--- src/rtl/axi_slave_wr_ctrl_pkg.sv ---
// Shared types and constants for the AXI4 slave write-channel controller.
package axi_wr_ctrl_pkg;

  // Burst sequencing: wait for a command, stream its beats, return B.
  typedef enum logic [1:0] {
    ST_IDLE = 2'd0,
    ST_DATA = 2'd1,
    ST_RESP = 2'd2
  } wr_state_e;

  localparam logic [1:0] BRESP_OKAY   = 2'b00;
  localparam logic [1:0] BRESP_SLVERR = 2'b10;

  // Field positions inside the packed write-data FIFO word.
  localparam int LAST_BIT = 36;
  localparam int STRB_LSB = 32;
  localparam int DATA_LSB = 0;

  // Eight-bit increment that sticks at 255.
  function automatic logic [7:0] sat_inc8(input logic [7:0] v);
    return (v == 8'hFF) ? v : v + 8'd1;
  endfunction

endpackage

--- src/rtl/axi_slave_wr_ctrl_aw_cmd_queue.sv ---
// Small synchronous FIFO of accepted AW commands {id, len}.
// Push is ignored when full and pop is ignored when empty, so a slot freed
// by a pop becomes visible to the writer only on the following cycle.
module axi_aw_cmd_queue #(
  parameter int ID_WIDTH    = 4,
  parameter int DEPTH_WIDTH = 2
) (
  input  logic                clk,
  input  logic                tb_rst,
  input  logic                push,
  input  logic [ID_WIDTH-1:0] push_id,
  input  logic [7:0]          push_len,
  input  logic                pop,
  output logic                full,
  output logic                empty,
  output logic [ID_WIDTH-1:0] head_id,
  output logic [7:0]          head_len
);

  localparam int DEPTH = 1 << DEPTH_WIDTH;
  localparam logic [DEPTH_WIDTH:0] FULL_CNT = (DEPTH_WIDTH + 1)'(DEPTH);

  logic [ID_WIDTH-1:0]    mem_id  [DEPTH];
  logic [7:0]             mem_len [DEPTH];
  logic [DEPTH_WIDTH-1:0] wr_ptr;
  logic [DEPTH_WIDTH-1:0] rd_ptr;
  logic [DEPTH_WIDTH:0]   count;
  logic                   do_push;
  logic                   do_pop;

  assign full     = (count == FULL_CNT);
  assign empty    = (count == '0);
  assign do_push  = push & ~full;
  assign do_pop   = pop & ~empty;
  assign head_id  = mem_id[rd_ptr];
  assign head_len = mem_len[rd_ptr];

  // Entry storage; only written on an accepted push.
  always_ff @(posedge clk) begin
    if (do_push) begin
      mem_id[wr_ptr]  <= push_id;
      mem_len[wr_ptr] <= push_len;
    end
  end

  // Pointers and occupancy; reset empties the queue and drops its contents.
  always_ff @(posedge clk or posedge tb_rst) begin
    if (tb_rst) begin
      wr_ptr <= '0;
      rd_ptr <= '0;
      count  <= '0;
    end else begin
      if (do_push) wr_ptr <= wr_ptr + 1'b1;
      if (do_pop)  rd_ptr <= rd_ptr + 1'b1;
      case ({do_push, do_pop})
        2'b10:   count <= count + 1'b1;
        2'b01:   count <= count - 1'b1;
        default: count <= count;
      endcase
    end
  end

endmodule

--- src/rtl/axi_slave_wr_ctrl.sv ---
// AXI4 slave write-channel controller: queues AW commands, admits W beats
// only against the command at the queue head, packs each beat into the
// write-data FIFO and returns one B response per burst.
//
// Handshakes: a transfer happens on a rising clk edge where valid and ready
// are both high. A valid, once raised, is held with its payload stable until
// that edge; ready may rise and fall freely and never waits on valid.
module axi_slave_wr_ctrl
  import axi_wr_ctrl_pkg::*;
#(
  parameter int DATA_WIDTH      = 32,
  parameter int STRB_WIDTH      = 4,
  parameter int FIFO_WIDTH      = 37,
  parameter int ID_WIDTH        = 4,
  parameter int CMD_DEPTH_WIDTH = 2
) (
  input  logic                  clk,
  input  logic                  tb_rst,
  input  logic [ID_WIDTH-1:0]   s_awid,
  input  logic [7:0]            s_awlen,
  input  logic                  s_awvalid,
  output logic                  s_awready,
  input  logic [DATA_WIDTH-1:0] s_wdata,
  input  logic [STRB_WIDTH-1:0] s_wstrb,
  input  logic                  s_wlast,
  input  logic                  s_wvalid,
  output logic                  s_wready,
  output logic [ID_WIDTH-1:0]   s_bid,
  output logic [1:0]            s_bresp,
  output logic                  s_bvalid,
  input  logic                  s_bready,
  output logic [FIFO_WIDTH-1:0] fifo_wr_data,
  output logic                  fifo_wr_en,
  input  logic                  fifo_full,
  input  logic                  fifo_almost_full,
  output logic [7:0]            err_cnt,
  output wr_state_e             dbg_state
);

  wr_state_e           state;
  logic [7:0]          beat_cnt;
  logic [7:0]          cur_len;
  logic [ID_WIDTH-1:0] cur_id;
  logic                err_flag;

  logic                q_full;
  logic                q_empty;
  logic [ID_WIDTH-1:0] head_id;
  logic [7:0]          head_len;

  logic                aw_hs;
  logic                w_hs;
  logic                b_hs;
  logic                exp_last;
  logic                last_err;

  // Command acceptance depends only on the current occupancy; reset holds it low.
  assign s_awready = ~q_full & ~tb_rst;
  assign aw_hs     = s_awvalid & s_awready;

  // Beats flow only while a burst is open and the FIFO has headroom for the
  // one-cycle registered write still in flight.
  assign s_wready  = (state == ST_DATA) & ~fifo_almost_full & ~fifo_full;
  assign w_hs      = s_wvalid & s_wready;
  assign b_hs      = s_bvalid & s_bready;

  // The burst is framed by the beat count; s_wlast is only cross-checked.
  assign exp_last  = (beat_cnt == cur_len);
  assign last_err  = s_wlast ^ exp_last;

  assign dbg_state = state;

  axi_aw_cmd_queue #(
    .ID_WIDTH   (ID_WIDTH),
    .DEPTH_WIDTH(CMD_DEPTH_WIDTH)
  ) u_cmd_queue (
    .clk     (clk),
    .tb_rst  (tb_rst),
    .push    (aw_hs),
    .push_id (s_awid),
    .push_len(s_awlen),
    .pop     (b_hs),
    .full    (q_full),
    .empty   (q_empty),
    .head_id (head_id),
    .head_len(head_len)
  );

  // Burst FSM with registered B channel and error accounting.
  always_ff @(posedge clk or posedge tb_rst) begin
    if (tb_rst) begin
      state    <= ST_IDLE;
      beat_cnt <= '0;
      cur_len  <= '0;
      cur_id   <= '0;
      err_flag <= 1'b0;
      s_bvalid <= 1'b0;
      s_bid    <= '0;
      s_bresp  <= BRESP_OKAY;
      err_cnt  <= '0;
    end else begin
      case (state)
        ST_IDLE: begin
          if (!q_empty) begin
            state    <= ST_DATA;
            beat_cnt <= '0;
            cur_len  <= head_len;
            cur_id   <= head_id;
            err_flag <= 1'b0;
          end
        end
        ST_DATA: begin
          if (w_hs) begin
            beat_cnt <= beat_cnt + 8'd1;
            if (last_err) err_flag <= 1'b1;
            if (exp_last) begin
              state    <= ST_RESP;
              s_bvalid <= 1'b1;
              s_bid    <= cur_id;
              s_bresp  <= (err_flag | last_err) ? BRESP_SLVERR : BRESP_OKAY;
            end
          end
        end
        ST_RESP: begin
          if (s_bready) begin
            state    <= ST_IDLE;
            s_bvalid <= 1'b0;
            if (err_flag) err_cnt <= sat_inc8(err_cnt);
          end
        end
        default: state <= ST_IDLE;
      endcase
    end
  end

  // Registered FIFO write, one cycle behind the W handshake.
  always_ff @(posedge clk or posedge tb_rst) begin
    if (tb_rst) begin
      fifo_wr_en   <= 1'b0;
      fifo_wr_data <= '0;
    end else begin
      fifo_wr_en <= w_hs;
      if (w_hs) fifo_wr_data <= {exp_last, s_wstrb, s_wdata};
    end
  end

endmodule

--- config.mk ---
export PLATFORM = sky130hd
export DESIGN_NAME = axi_slave_wr_ctrl
export DESIGN_NICKNAME = d
export VERILOG_FILES = /design/src/rtl/axi_slave_wr_ctrl_pkg.sv /design/src/rtl/axi_slave_wr_ctrl_aw_cmd_queue.sv /design/src/rtl/axi_slave_wr_ctrl.sv
export SDC_FILE = /design/constraint.sdc
export NUM_CORES = 1
export LEC_CHECK = 0
export ABC_AREA = 1
export CORE_MARGIN = 1
export CORE_UTILIZATION = 41
export CTS_CLUSTER_SIZE = 14
export DETAILED_ROUTE_END_ITERATION = 7
export GPL_TIMING_DRIVEN = 0
export PLACE_DENSITY_LB_ADDON = 0.1
export SLEW_MARGIN = 25
export SYNTH_ARGS = -nofsm -noshare
export SYNTH_HDL_FRONTEND = slang
export SYNTH_SLANG_ARGS = --single-unit
--- constraint.sdc ---
create_clock -name clk -period 2.9 [get_ports clk]
set_clock_uncertainty 0.05 [all_clocks]
set_input_delay 0.435 -clock clk [delete_from_list [all_inputs] [get_ports clk]]
set_output_delay 0.435 -clock clk [all_outputs]
set_load 0.05 [all_outputs]
# ---- After elaboration in Yosys (flattened, before gate mapping)
# Memory sizes are Yosys's and may differ from the RTL's. A register that Yosys moved wholly into a read port is not among the register bits.
# Cells that the tools add are included.
# Widths: inputs -> output; s select.
dict set report totals {
  register_bits 71
  mem_bits_rw 48
  in_bits 56
  mem_count 2
}
dict set report op_classes {
  add_sub_neg 6
  eq_ne 12
  n_mux 20
  bitwise_logic 16
  n_reduce_logical 12
}
# name depth word_bits rd rd_ports_with_merged_regs write_ports line_no
set mem_list {}
lappend mem_list {u_cmd_queue.mem_len 4 8 1 1 1 axi_slave_wr_ctrl_aw_cmd_queue.sv:24} ;# logic [7:0] mem_len [DEPTH];
lappend mem_list {u_cmd_queue.mem_id 4 4 1 1 1 axi_slave_wr_ctrl_aw_cmd_queue.sv:23} ;# logic [ID_WIDTH-1:0] mem_id [DEPTH];
# op n
set ops {}
lappend ops {{$add 8x1->8 const B} 2}
lappend ops {{$mux 8} 2}
lappend ops {{$pmux 8 s2} 1}
lappend ops {{$reduce_and 4->1} 4}
lappend ops {{$mux 2} 5}
lappend ops {{$ne 2x2->1 const B} 5}
lappend ops {{$and 1x1->1} 8}
lappend ops {{$eq 8x8->1} 1}
lappend ops {{$eq 8x8->1 const B} 1}
lappend ops {{$mux 1} 8}
lappend ops {{$not 1->1} 6}
lappend ops {{$pmux 2 s3} 1}
lappend ops {{$pmux 3 s2} 1}
lappend ops {{$reduce_and 3->1} 2}
lappend ops {{$reduce_bool 2->1} 3}
lappend ops {{$add 2x1->2 const B} 2}
lappend ops {{$eq 2x1->1 const B} 2}
lappend ops {{$eq 2x2->1 const B} 2}
lappend ops {{$pmux 1 s2} 2}
lappend ops {{$add 3x1->3 const B} 1}
lappend ops {{$eq 3x3->1 const B} 1}
lappend ops {{$logic_not 3->1} 1}
lappend ops {{$sub 3x1->3 const B} 1}
lappend ops {{$logic_not 2->1} 1}
lappend ops {{other kinds (3)} 3}

# ---- Longest topological paths before layout
# Gate-level depths: netlist (run 1).
dict set report logic_depth {
  ltp_word 7
  ltp_mapped 11
}

# ---- Hierarchy
# From an unflattened synthesis (run 1), not the netlist that was laid out.
dict set report unflattened {
  hier_cells 574
  area_unflattened_um2 5640.4
}
# mod instances cells_per_inst area_each_um2 seq_area_each_um2
set modules_own_cells {}
lappend modules_own_cells {axi_slave_wr_ctrl 1 372 3233.1 1876.8}
lappend modules_own_cells {axi_aw_cmd_queue 1 202 2407.3 1616.6}

# ---- Worst setup path after synthesis (run 1)
# No wires, ideal clock.
dict set report synth_timing {
  kind {register to register}
  startpoint {register u_cmd_queue.count[1]}
  endpoint {memory u_cmd_queue.mem_id[0][0] (enable)}
  setup_ns 0.380
  arrival_time_ns 2.347
  path_slack_ns 0.122
  stages_incl_launch_ff 5
  path_buffers 0
  synth_period_minus_slack_ns 2.778
  path_cell_list {dfrtp_1 -> inv_1 -> a31oi_1 -> nand2_1 -> nor2_1}
}
dict set report synth_between {
  elab_chain_len 7
}
# item line_no
set synth_lines {}
lappend synth_lines {{start, declared} axi_slave_wr_ctrl_aw_cmd_queue.sv:27} ;# logic [DEPTH_WIDTH:0] count;
lappend synth_lines {{start signal, assigned} axi_slave_wr_ctrl_aw_cmd_queue.sv:56} ;# 2'b10: count <= count + 1'b1;
lappend synth_lines {{start signal, assigned} axi_slave_wr_ctrl_aw_cmd_queue.sv:57} ;# 2'b01: count <= count - 1'b1;
lappend synth_lines {{start signal, assigned} axi_slave_wr_ctrl_aw_cmd_queue.sv:58} ;# default: count <= count;
lappend synth_lines {{$eq 3x3->1} axi_slave_wr_ctrl_aw_cmd_queue.sv:31} ;# assign full = (count == FULL_CNT);
lappend synth_lines {{$not 1->1} axi_slave_wr_ctrl.sv:58} ;# assign s_awready = ~q_full & ~tb_rst;
lappend synth_lines {{$and 1x1->1} axi_slave_wr_ctrl.sv:58}
lappend synth_lines {{via s_awready} axi_slave_wr_ctrl.sv:22} ;# output logic s_awready,
lappend synth_lines {{$and 1x1->1} axi_slave_wr_ctrl.sv:59} ;# assign aw_hs = s_awvalid & s_awready;
lappend synth_lines {{$and 1x1->1} axi_slave_wr_ctrl_aw_cmd_queue.sv:33} ;# assign do_push = push & ~full;
lappend synth_lines {{$mux 1} axi_slave_wr_ctrl_aw_cmd_queue.sv:40} ;# if (do_push) begin
lappend synth_lines {{$mux 1 (implied by the code)} axi_slave_wr_ctrl_aw_cmd_queue.sv:41} ;# mem_id[wr_ptr] <= push_id;
lappend synth_lines {{end, declared} axi_slave_wr_ctrl_aw_cmd_queue.sv:23}
# The timed path passes the listed nets, and every way through them passes these cells.

# ---- Worst setup path in the final report (run 1)
dict set report layout_timing {
  startpoint {register state[1] (netlist: dbg_state[1])}
  endpoint {output port s_wready}
}
dict set report layout_between {
  elab_chain_len 3
}
# item line_no
set layout_lines {}
lappend layout_lines {{start, declared} axi_slave_wr_ctrl.sv:40} ;# wr_state_e state;
lappend layout_lines {{start signal, assigned} axi_slave_wr_ctrl.sv:92} ;# state <= ST_IDLE;
lappend layout_lines {{start signal, assigned} axi_slave_wr_ctrl.sv:105} ;# state <= ST_DATA;
lappend layout_lines {{start signal, assigned} axi_slave_wr_ctrl.sv:117} ;# state <= ST_RESP;
lappend layout_lines {{$eq 2x1->1} axi_slave_wr_ctrl.sv:63} ;# assign s_wready = (state == ST_DATA) & ~fifo_almost_full & ~fifo_full;
lappend layout_lines {{$and 1x1->1 (2 in a row)} axi_slave_wr_ctrl.sv:63}
lappend layout_lines {{end, declared} axi_slave_wr_ctrl.sv:27} ;# output logic s_wready,
# Every way passes these cells.

==> impl_metrics.py, run 1 <==
metrics = {
    "cts": {
        "ctsHoldBuffers": 0,
        "worst_skew_pair.late_latency_ps": 420,
        "cts_tree": "done",
        "ctsResizeCount": 0,
        "cts_setup_buffers": 0,
        "clock-root-buffer": "clkbuf_16",
        "tritoncts_num_sinks": 130,
        "numCtsBuffers": 17,
        "clkTransAtPathRegs_ps": 50,
        "ctsHtreeMaxLevel": 4,
        "clock_path_buffers": 2,
    },
    "setup_path": {
        "crit_chain": "inv_1 -> nand2_2 -> nor3_1 -> clkdlybuf4s50_1",
        "start_kind": "flop",
        "worst_path_max_stage_delay_ps": 820,
        "timing.critical_path.slowest_stage_cell": "clkdlybuf4s50_1",
        "timing.critical_path.to_type": "output pin",
        "crit_type": "flop to output pin",
        "cp.required_ps": 2410,
        "cp.arrival_ps": 1950,
        "timing.critical_path.fanout_max": 3,
        "critPathTopFamily": "buffers and inverters",
        "timing.critical_path.buf_inv": 2,
    },
    "finish": {
        "final_cell_mix": "nand2_1 (195), clkdlybuf4s50_1 (111), dfrtp_1 (82)",
        "area_growth_pct": 35.6,
        "n_antenna_cell": 0,
        "multiInputGateArea_mm2": 0.00164,
        "layout-drive-gt1-share_pct": 6.83,
        "stdcell_count": 860,
        "layout_commonest_cell": "nand2_1",
        "fillCellCount": 1162,
        "layout.nets": 739,
        "seqCellArea_mm2": 0.00349,
    },
    "floorplanning": {
        "total_die_area_mm2": 0.0136,
        "die_width_um": 117,
        "core_area_mm2": 0.0127,
        "start_util_pct": 42.3,
        "floorplan.io_pins": 113,
        "floorplan.die.height_um": 117,
        "placementRows": 41,
    },
    "synth": {
        "synth_area_mm2": 0.00538,
        "synth_warn": 0,
        "synthesis.nets": 608,
        "syn_inst": 544,
        "syn_avg_cell_area_um2": 9.88,
        "yosys.cell_types.count": 30,
        "synth-seq-area-share_pct": 65.0,
        "yosys_register_bits": 130,
    },
    "global_routing": {
        "grt_pass1_wl_mm": 18.9,
        "grt_pass1_vias": 3964,
        "global_route.usage.total_pct": 18.9,
        "grt_overflow": 0,
        "grt_antenna_before_repair": 0,
        "grt_start_max_net_pins": 50,
    },
    "power_and_ir_drop": {
        "power.density_cell_area_mw_per_mm2": 939,
        "irDropWorstVdd_mv": 0.505,
        "post-layout-total-power_mw": 6.85,
        "power.static_leakage_nw": 3.22,
    },
    "route": {
        "ant_nets": 0,
        "drt_iter0_markers": 188,
        "route.detailed.drc": 0,
        "detail_route.first_pass.iterations": 4,
        "drt-wirelength-per-cell_um": 13.5,
        "detail_route.vias_per_cell": 4.65,
        "detailroute.via_count": 3995,
        "wirelength_mm": 11.6,
    },
    "placed_design": {
        "last_weighted_congestion_value_of_the_routability_driven_placer": 0.753,
        "post-place-ws_ps": 316,
        "numPlacedInstances": 828,
        "post-dp-hpwl_mm": 8.07,
        "port-buffer-count": 111,
    },
    "sta": {
        "maxClockFrequency_ghz": 0.410,
        "report.final.setup_viol": 0,
        "worst_slack_ps": 464,
        "finalHoldViolations": 0,
        "rsz0062_at_grt": "no",
        "post-route-min-period_ps": 2440,
        "max_slew_violation_count": 0,
        "tightestPinTransition_ps": 728,
        "final_min_period_over_clock_period_pct": 84.0,
        "timing.slew.headroom_pct": 51.4,
    },
    "worst_hold_path": {
        "hold_class": "input port to asynchronous set/reset pin",
    },
    "run_status": {
        "outcome": "finished, final reports clean",
    },
    "job": {
        "drv.max_cap_violation_count": 0,
    },
}
==> layout make-up <==
type | instances | area share [%]
buffer | 18 | 1.13
clock buffer | 24 | 6.33
clock inverter | 8 | 1.20
inverter | 45 | 2.35
multi-input combinational | 351 | 22.5
sequential | 130 | 47.9
tap | 172 | 2.95
timing repair buffer | 112 | 15.6
==> per-layer routing <==
layer	global-route usage (%)	part of all wire, %	vias up
li1	-	-	2014
met1	22.7	44	1868
met2	31.6	48	94
met3	4.67	5.2	19
met4	9.49	1.9	0
met5	0	0	-
==> Yosys cell counts, drive strengths merged <==
master / instances / share of area [%]
fa: 1 / 0.37
buf: 8 / 0.84
nand4: 2 / 0.23
conb: 1 / 0.070
dfrtp: 82 / 38
xnor2: 6 / 0.98
nor2: 48 / 3.6
nand3b: 1 / 0.14
xor2: 5 / 0.81
nand2: 197 / 14
o211ai: 1 / 0.23
o21ai: 46 / 4.3
inv: 45 / 3.1
a21oi: 5 / 0.47
a31oi: 2 / 0.23
o22ai: 12 / 1.4
nand3: 14 / 1.5
ha: 7 / 1.6
edfxtp: 48 / 27
clkbuf: 10 / 0.70
nor3b: 1 / 0.23
nor3: 2 / 0.19
==> through the flow <==
step	utilization [%]	hold slack, ps	setup TNS, ps	cell area (µm²)
6_report	57.3	363	0	7290
5_1_grt	57.3	406	0	7290
3_3_place_gp	52.7	406	-87480	6700
3_5_place_dp	53.0	406	0	6740
2_1_floorplan	-	387	0	5380
4_1_cts	57.3	377	0	7290
==> path summary, 6_finish.rpt <==
kind | start | end | slack (ps) | cells past startpoint
worst min register to register | u_cmd_queue.count[0] | u_cmd_queue.count[0] | 420 | 1
worst min-delay path | tb_rst | u_cmd_queue.count[1] | 360 | 2
max in group asynchronous | tb_rst | fifo_wr_data[34] | 1830 | 3
worst max register to register | u_cmd_queue.count[0] | u_cmd_queue.count[2] | 760 | 9
min in group clk | u_cmd_queue.count[0] | u_cmd_queue.count[0] | 420 | 1
worst max-delay path | dbg_state[1] | s_wready | 460 | 4
==> power breakdown <==
group	internal [mW]	switching, mW	leakage [nW]
clock	1.27	0.722	0.271
sequential	2.32	0.236	1.48
combinational	0.769	1.53	1.47
total	4.36	2.48	3.22
==> sequential cells by signal, summed over array words and instances (netlist names), 2 cells and up <==
name,cells
beat_cnt,8
cur_id,4
cur_len,8
dbg_state,2
err_cnt,8
fifo_wr_data,37
s_bid,4
u_cmd_queue.count,3
u_cmd_queue.mem_id,16
u_cmd_queue.mem_len,32
u_cmd_queue.rd_ptr,2
u_cmd_queue.wr_ptr,2
==> logic make-up after synthesis <==
family,count (synthesis),synth area share (%)
compound gates,66,6.61
xor+xnor,11,1.79
fa+ha+maj,8,2.00
buf+inv,63,4.68
flops,130,65.0
other cells,1,0.0698
simple gates,265,19.9
Note: power is estimated with default switching activity, not from simulation.
==> run 2: changes to the inputs <==
==> constraint.sdc (replaced) <==
create_clock -name clk -period 2.4 [get_ports clk]
set_clock_uncertainty 0.05 [all_clocks]
set_input_delay 0.36 -clock clk [delete_from_list [all_inputs] [get_ports clk]]
set_output_delay 0.36 -clock clk [all_outputs]
set_load 0.05 [all_outputs]
==> impl_metrics.py, run 2 (synthesis results as in run 1) <==
metrics = {
    "cts": {
        "tritoncts_num_sinks": 130,
        "numCtsBuffers": 17,
        "worst_skew_pair.late_latency_ps": 420,
        "cts_tree": "done",
        "clock_path_buffers": 2,
        "clock-root-buffer": "clkbuf_16",
        "clkTransAtPathRegs_ps": 60,
        "ctsHtreeMaxLevel": 4,
    },
    "route": {
        "drt-wirelength-per-cell_um": 13.2,
        "detailroute.via_count": 3968,
        "detail_route.first_pass.iterations": 4,
        "route.detailed.drc": 0,
        "drt_iter0_markers": 144,
        "wirelength_mm": 11.4,
        "ant_nets": 0,
        "detail_route.vias_per_cell": 4.61,
    },
    "floorplanning": {
        "die_width_um": 117,
        "floorplan.die.height_um": 117,
        "placementRows": 41,
        "start_util_pct": 42.3,
        "total_die_area_mm2": 0.0136,
        "floorplan.io_pins": 113,
        "core_area_mm2": 0.0127,
    },
    "sta": {
        "final.setup.tns_ps": 0,
        "tightestPinTransition_ps": 688,
        "max_slew_violation_count": 0,
        "final_min_period_over_clock_period_pct": 94.2,
        "post-route-min-period_ps": 2260,
        "timing.slew.headroom_pct": 54.1,
        "finalHoldViolations": 0,
        "maxClockFrequency_ghz": 0.442,
        "rsz0062_at_grt": "no",
        "report.final.setup_viol": 0,
    },
    "setup_path": {
        "cp.required_ps": 1990,
        "crit_type": "flop to output pin",
        "start_kind": "flop",
        "origin_of_the_worst_setup_path": "u_cmd_queue.count[1]",
        "timing.critical_path.fanout_max": 3,
        "timing.critical_path.to_type": "output pin",
        "cp.arrival_ps": 1850,
        "r2r_slack_ps": 260,
        "worst_r2r_endpoint": "u_cmd_queue.count[2]",
        "worst_path_max_stage_delay_ps": 820,
        "ff_to_ff_path_depth": 9,
        "crit_chain": "inv_1 -> a31oi_2 -> clkdlybuf4s50_1",
        "r2r-start": "u_cmd_queue.count[0]",
        "timing.critical_path.slowest_stage_cell": "clkdlybuf4s50_1",
    },
    "power_and_ir_drop": {
        "power.net_switching_mw": 3.02,
        "power.share.switching_pct": 36.2,
        "irDropWorstVdd_mv": 0.535,
        "post-layout-total-power_mw": 8.36,
        "power.density_cell_area_mw_per_mm2": 1140,
        "power.share.combinational_pct": 33.1,
        "cellInternalPower_mw": 5.34,
        "power.sequential.fraction_pct": 37.0,
        "power.clock.fraction_pct": 29.9,
        "power.static_leakage_nw": 3.24,
    },
    "finish": {
        "reg_top3": "fifo_wr_data x37, u_cmd_queue.mem_len x32, u_cmd_queue.mem_id x16",
        "area_growth_pct": 36.5,
        "largest_register_ffs": 37,
        "layout.nets": 740,
        "layout_commonest_cell": "nand2_1",
        "layout-drive-gt1-share_pct": 7.55,
        "n_antenna_cell": 0,
        "fillCellCount": 1138,
        "top_register": "fifo_wr_data",
        "final_cell_mix": "nand2_1 (195), clkdlybuf4s50_1 (110), dfrtp_1 (82)",
    },
    "placed_design": {
        "last_weighted_congestion_value_of_the_routability_driven_placer": 0.741,
        "port-buffer-count": 111,
        "post-dp-hpwl_mm": 7.92,
    },
    "global_routing": {
        "grt_start_max_net_pins": 31,
        "grt_pass1_wl_mm": 17.9,
        "grt_antenna_before_repair": 0,
        "global_route.usage.total_pct": 17.9,
        "grt_overflow": 0,
        "grt_pass1_vias": 3740,
    },
    "worst_hold_path": {
        "hold_class": "input port to asynchronous set/reset pin",
    },
    "job": {
        "drv.max_cap_violation_count": 0,
    },
    "run_status": {
        "outcome": "finished, final reports clean",
    },
}
run 2: changes by cell type in the layout (fill, tap and decap cells not counted), moves of 2 or more:
cell / delta
clkinv_1: +2
clkbuf_1: -5
clkinvlp_4: +3
buf_12: +2
run 2: what timing repair did:
action | in CTS | in global routing
buffers inserted | 0 | 0
hold buffers | 0 | 0
resized for setup | 1 | 0
endpoints found under the setup margin | 1 | 0
run 2: worst max-delay path: cells and delay by family (launching register included):
kind | cells | cell delay [ps]
flip-flops | 1 | 340
AO/OA/AOI/OAI | 1 | 190
buffers and inverters | 2 | 910
run 2: power groups by stage:
stage / combinational, mW / clock [mW] / sequential, mW
2_1_floorplan: 1.15 / 0 / 3.80
3_3_place_gp: 2.73 / 0 / 3.12
3_5_place_dp: 2.79 / 0 / 3.13
4_1_cts: 2.81 / 2.55 / 3.10
5_1_grt: 3.06 / 2.66 / 3.15
6_report: 2.77 / 2.50 / 3.09
run 2: worst max-delay path by stage:
stage / to / cells after the start
after floorplan: u_cmd_queue.mem_id[0][0] / 4
after global placement: u_cmd_queue.mem_len[3][6] / 4
after detailed placement: u_cmd_queue.count[2] / 9
after CTS: s_awready / 3
after global routing: s_awready / 3
final: s_awready / 3
run 2: layer usage:
metal / GRT usage, % / vias to the layer above / routed length [µm]
met4: 8.46 / 0 / 228
met5: 0 / - / 0
met3: 5.40 / 18 / 658
li1: - / 2013 / -
met2: 29.7 / 106 / 5450
met1: 21.4 / 1831 / 5030
run 2: layout make-up:
| type | count | area, µm² | area share [%] |
|---|---|---|---|
| multi-input combinational | 351 | 1650 | 22.4 |
| clock inverter | 14 | 145 | 1.98 |
| inverter | 45 | 173 | 2.35 |
| tap | 172 | 215 | 2.93 |
| timing repair buffer | 113 | 1150 | 15.7 |
| sequential | 130 | 3490 | 47.6 |
| clock buffer | 18 | 429 | 5.85 |
| buffer | 18 | 82.6 | 1.13 |
run 2: per-stage QoR:
step	hold WS, ps	instances	util (%)	cell area (µm²)	setup WS, ps
detailed placement	409	829	53.1	6760	-98.8
floorplan	387	544	-	5390	55.0
global route	433	861	57.7	7330	52.0
CTS	392	861	57.7	7330	111
global placement	406	827	52.8	6710	-245
finish	378	861	57.7	7330	138
==> run 3: changes to the inputs <==
--- a/config.mk
+++ b/config.mk
@@ -8,6 +8,7 @@
 export ABC_AREA = 1
 export CORE_MARGIN = 1
 export CORE_UTILIZATION = 41
+export CTS_BUF_LIST = sky130_fd_sc_hd__clkbuf_16
 export CTS_CLUSTER_SIZE = 14
 export DETAILED_ROUTE_END_ITERATION = 7
 export GPL_TIMING_DRIVEN = 0
==> impl_metrics.py, run 3 (synthesis results as in run 1) <==
metrics = {
    "run_status": {
        "outcome": "finished, final reports clean",
    },
    "power_and_ir_drop": {
        "cellInternalPower_mw": 5.33,
        "irDropWorstVdd_mv": 0.535,
        "power.clock.fraction_pct": 29.9,
        "power.net_switching_mw": 3.02,
        "power.static_leakage_nw": 3.24,
        "power.density_cell_area_mw_per_mm2": 1140,
        "power.share.combinational_pct": 33.2,
        "power.share.switching_pct": 36.2,
        "power.sequential.fraction_pct": 37.0,
    },
    "global_routing": {
        "grt_antenna_before_repair": 0,
        "grt_pass1_wl_mm": 17.9,
        "global_route.usage.total_pct": 17.9,
        "grt_overflow": 0,
        "grt_start_max_net_pins": 31,
        "grt_pass1_vias": 3740,
    },
    "sta": {
        "timing.slew.headroom_pct": 54.3,
        "max_slew_violation_count": 0,
        "rsz0062_at_grt": "no",
        "maxClockFrequency_ghz": 0.442,
        "finalHoldViolations": 0,
        "final_min_period_over_clock_period_pct": 94.2,
        "report.final.setup_viol": 0,
        "tightestPinTransition_ps": 685,
        "final.setup.tns_ps": 0,
        "post-route-min-period_ps": 2260,
    },
    "route": {
        "met3_wirelength_um": 663,
        "detail_route.vias_per_cell": 4.60,
        "drt_iter0_markers": 144,
        "detail_route.first_pass.iterations": 4,
        "drt-wirelength-per-cell_um": 13.2,
        "ant_nets": 0,
        "route.met2.wl_mm": 5.43,
        "top_signal_layer_used": "met4",
        "route.detailed.drc": 0,
        "wirelength_mm": 11.4,
        "m1WireLength_mm": 5.04,
        "detailroute.via_count": 3961,
    },
    "cts": {
        "cts_tree": "done",
        "worst_skew_pair.late_latency_ps": 420,
        "clock_path_buffers": 2,
        "numCtsBuffers": 17,
        "clkTransAtPathRegs_ps": 60,
        "clock-root-buffer": "clkbuf_16",
        "tritoncts_num_sinks": 130,
        "ctsHtreeMaxLevel": 4,
        "ctsHoldBuffers": 0,
    },
    "floorplanning": {
        "floorplan.die.height_um": 117,
        "floorplan.io_pins": 113,
        "total_die_area_mm2": 0.0136,
        "start_util_pct": 42.3,
        "core_area_mm2": 0.0127,
        "die_width_um": 117,
        "placementRows": 41,
    },
    "worst_hold_path": {
        "hold_class": "input port to asynchronous set/reset pin",
    },
    "finish": {
        "n_antenna_cell": 0,
        "largest_register_ffs": 37,
        "layout-drive-gt1-share_pct": 7.55,
        "final_cell_mix": "nand2_1 (195), clkdlybuf4s50_1 (110), dfrtp_1 (82)",
        "post_route_cell_area_mm2": 0.00733,
        "top_register": "fifo_wr_data",
        "fillCellCount": 1138,
        "reg_top3": "fifo_wr_data x37, u_cmd_queue.mem_len x32, u_cmd_queue.mem_id x16",
        "layout_commonest_cell": "nand2_1",
        "area_growth_pct": 36.5,
        "layout.nets": 740,
    },
    "placed_design": {
        "placedInstanceArea_mm2": 0.00676,
        "port-buffer-count": 111,
        "last_weighted_congestion_value_of_the_routability_driven_placer": 0.741,
        "post-dp-hpwl_mm": 7.92,
    },
    "setup_path": {
        "timing.critical_path.fanout_max": 3,
        "worst_path_max_stage_delay_ps": 820,
        "timing.critical_path.buf_inv": 2,
        "crit_chain": "inv_1 -> a31oi_2 -> clkdlybuf4s50_1",
        "timing.critical_path.slowest_stage_cell": "clkdlybuf4s50_1",
        "cp.arrival_ps": 1850,
        "timing.critical_path.to_type": "output pin",
        "cp.required_ps": 1990,
        "critPathTopFamily": "buffers and inverters",
        "start_kind": "flop",
        "crit_type": "flop to output pin",
    },
    "job": {
        "drv.max_cap_violation_count": 0,
    },
}
[run 3: metal layers]
metal  up-vias  track usage (%)
met1      1822             21.4
li1       2013                -
met2       107             29.7
met4         0             8.46
met3        19             5.40
met5         -                0
[run 3: path summary, 6_finish.rpt]
kind / from / end / slack (ps) / cells past startpoint
max reg2reg: u_cmd_queue.count[0] / u_cmd_queue.count[2] / 260 / 9
min reg2reg: u_cmd_queue.count[0] / u_cmd_queue.count[0] / 410 / 1
min: tb_rst / s_bid[0] / 380 / 2
max in group asynchronous: tb_rst / fifo_wr_data[32] / 1160 / 4
min in group clk: u_cmd_queue.count[0] / u_cmd_queue.count[0] / 410 / 1
max: u_cmd_queue.count[1] / s_awready / 140 / 3
[run 3: final cells by class]
| cell class | instances | area (µm²) | share of cell area [%] |
|---|---|---|---|
| Buffer | 18 | 82.6 | 1.13 |
| Clock buffer | 17 | 425 | 5.80 |
| Clock inverter | 15 | 149 | 2.03 |
| Inverter | 45 | 173 | 2.35 |
| Multi-Input combinational cell | 351 | 1650 | 22.4 |
| Sequential cell | 130 | 3490 | 47.6 |
| Tap cell | 172 | 215 | 2.93 |
| Timing Repair Buffer | 113 | 1150 | 15.7 |
[run 3: power groups by stage]
stage,clock [mW],sequential [mW],combinational [mW]
after floorplan,0,3.80,1.15
after global placement,0,3.12,2.73
after detailed placement,0,3.13,2.79
after CTS,2.55,3.10,2.81
after global routing,2.65,3.15,3.06
final,2.49,3.09,2.77
[run 3: timing repair]
action                                  4_1_cts  5_1_grt
resized for setup                             1        0
buffers inserted                              0        0
endpoints found under the setup margin        1        0
[run 3: metrics by stage]
| step | cells | utilization [%] | total power, mW | worst slack [ps] | hold slack (ps) |
|---|---|---|---|---|---|
| CTS | 861 | 57.7 | 8.45 | 111 | 392 |
| global route | 861 | 57.7 | 8.86 | 52.0 | 433 |
| finish | 861 | 57.7 | 8.36 | 139 | 377 |
| detailed placement | 829 | 53.1 | 5.92 | -98.8 | 409 |
| global placement | 827 | 52.8 | 5.85 | -245 | 406 |
| floorplan | 544 | - | 4.94 | 55.0 | 387 |
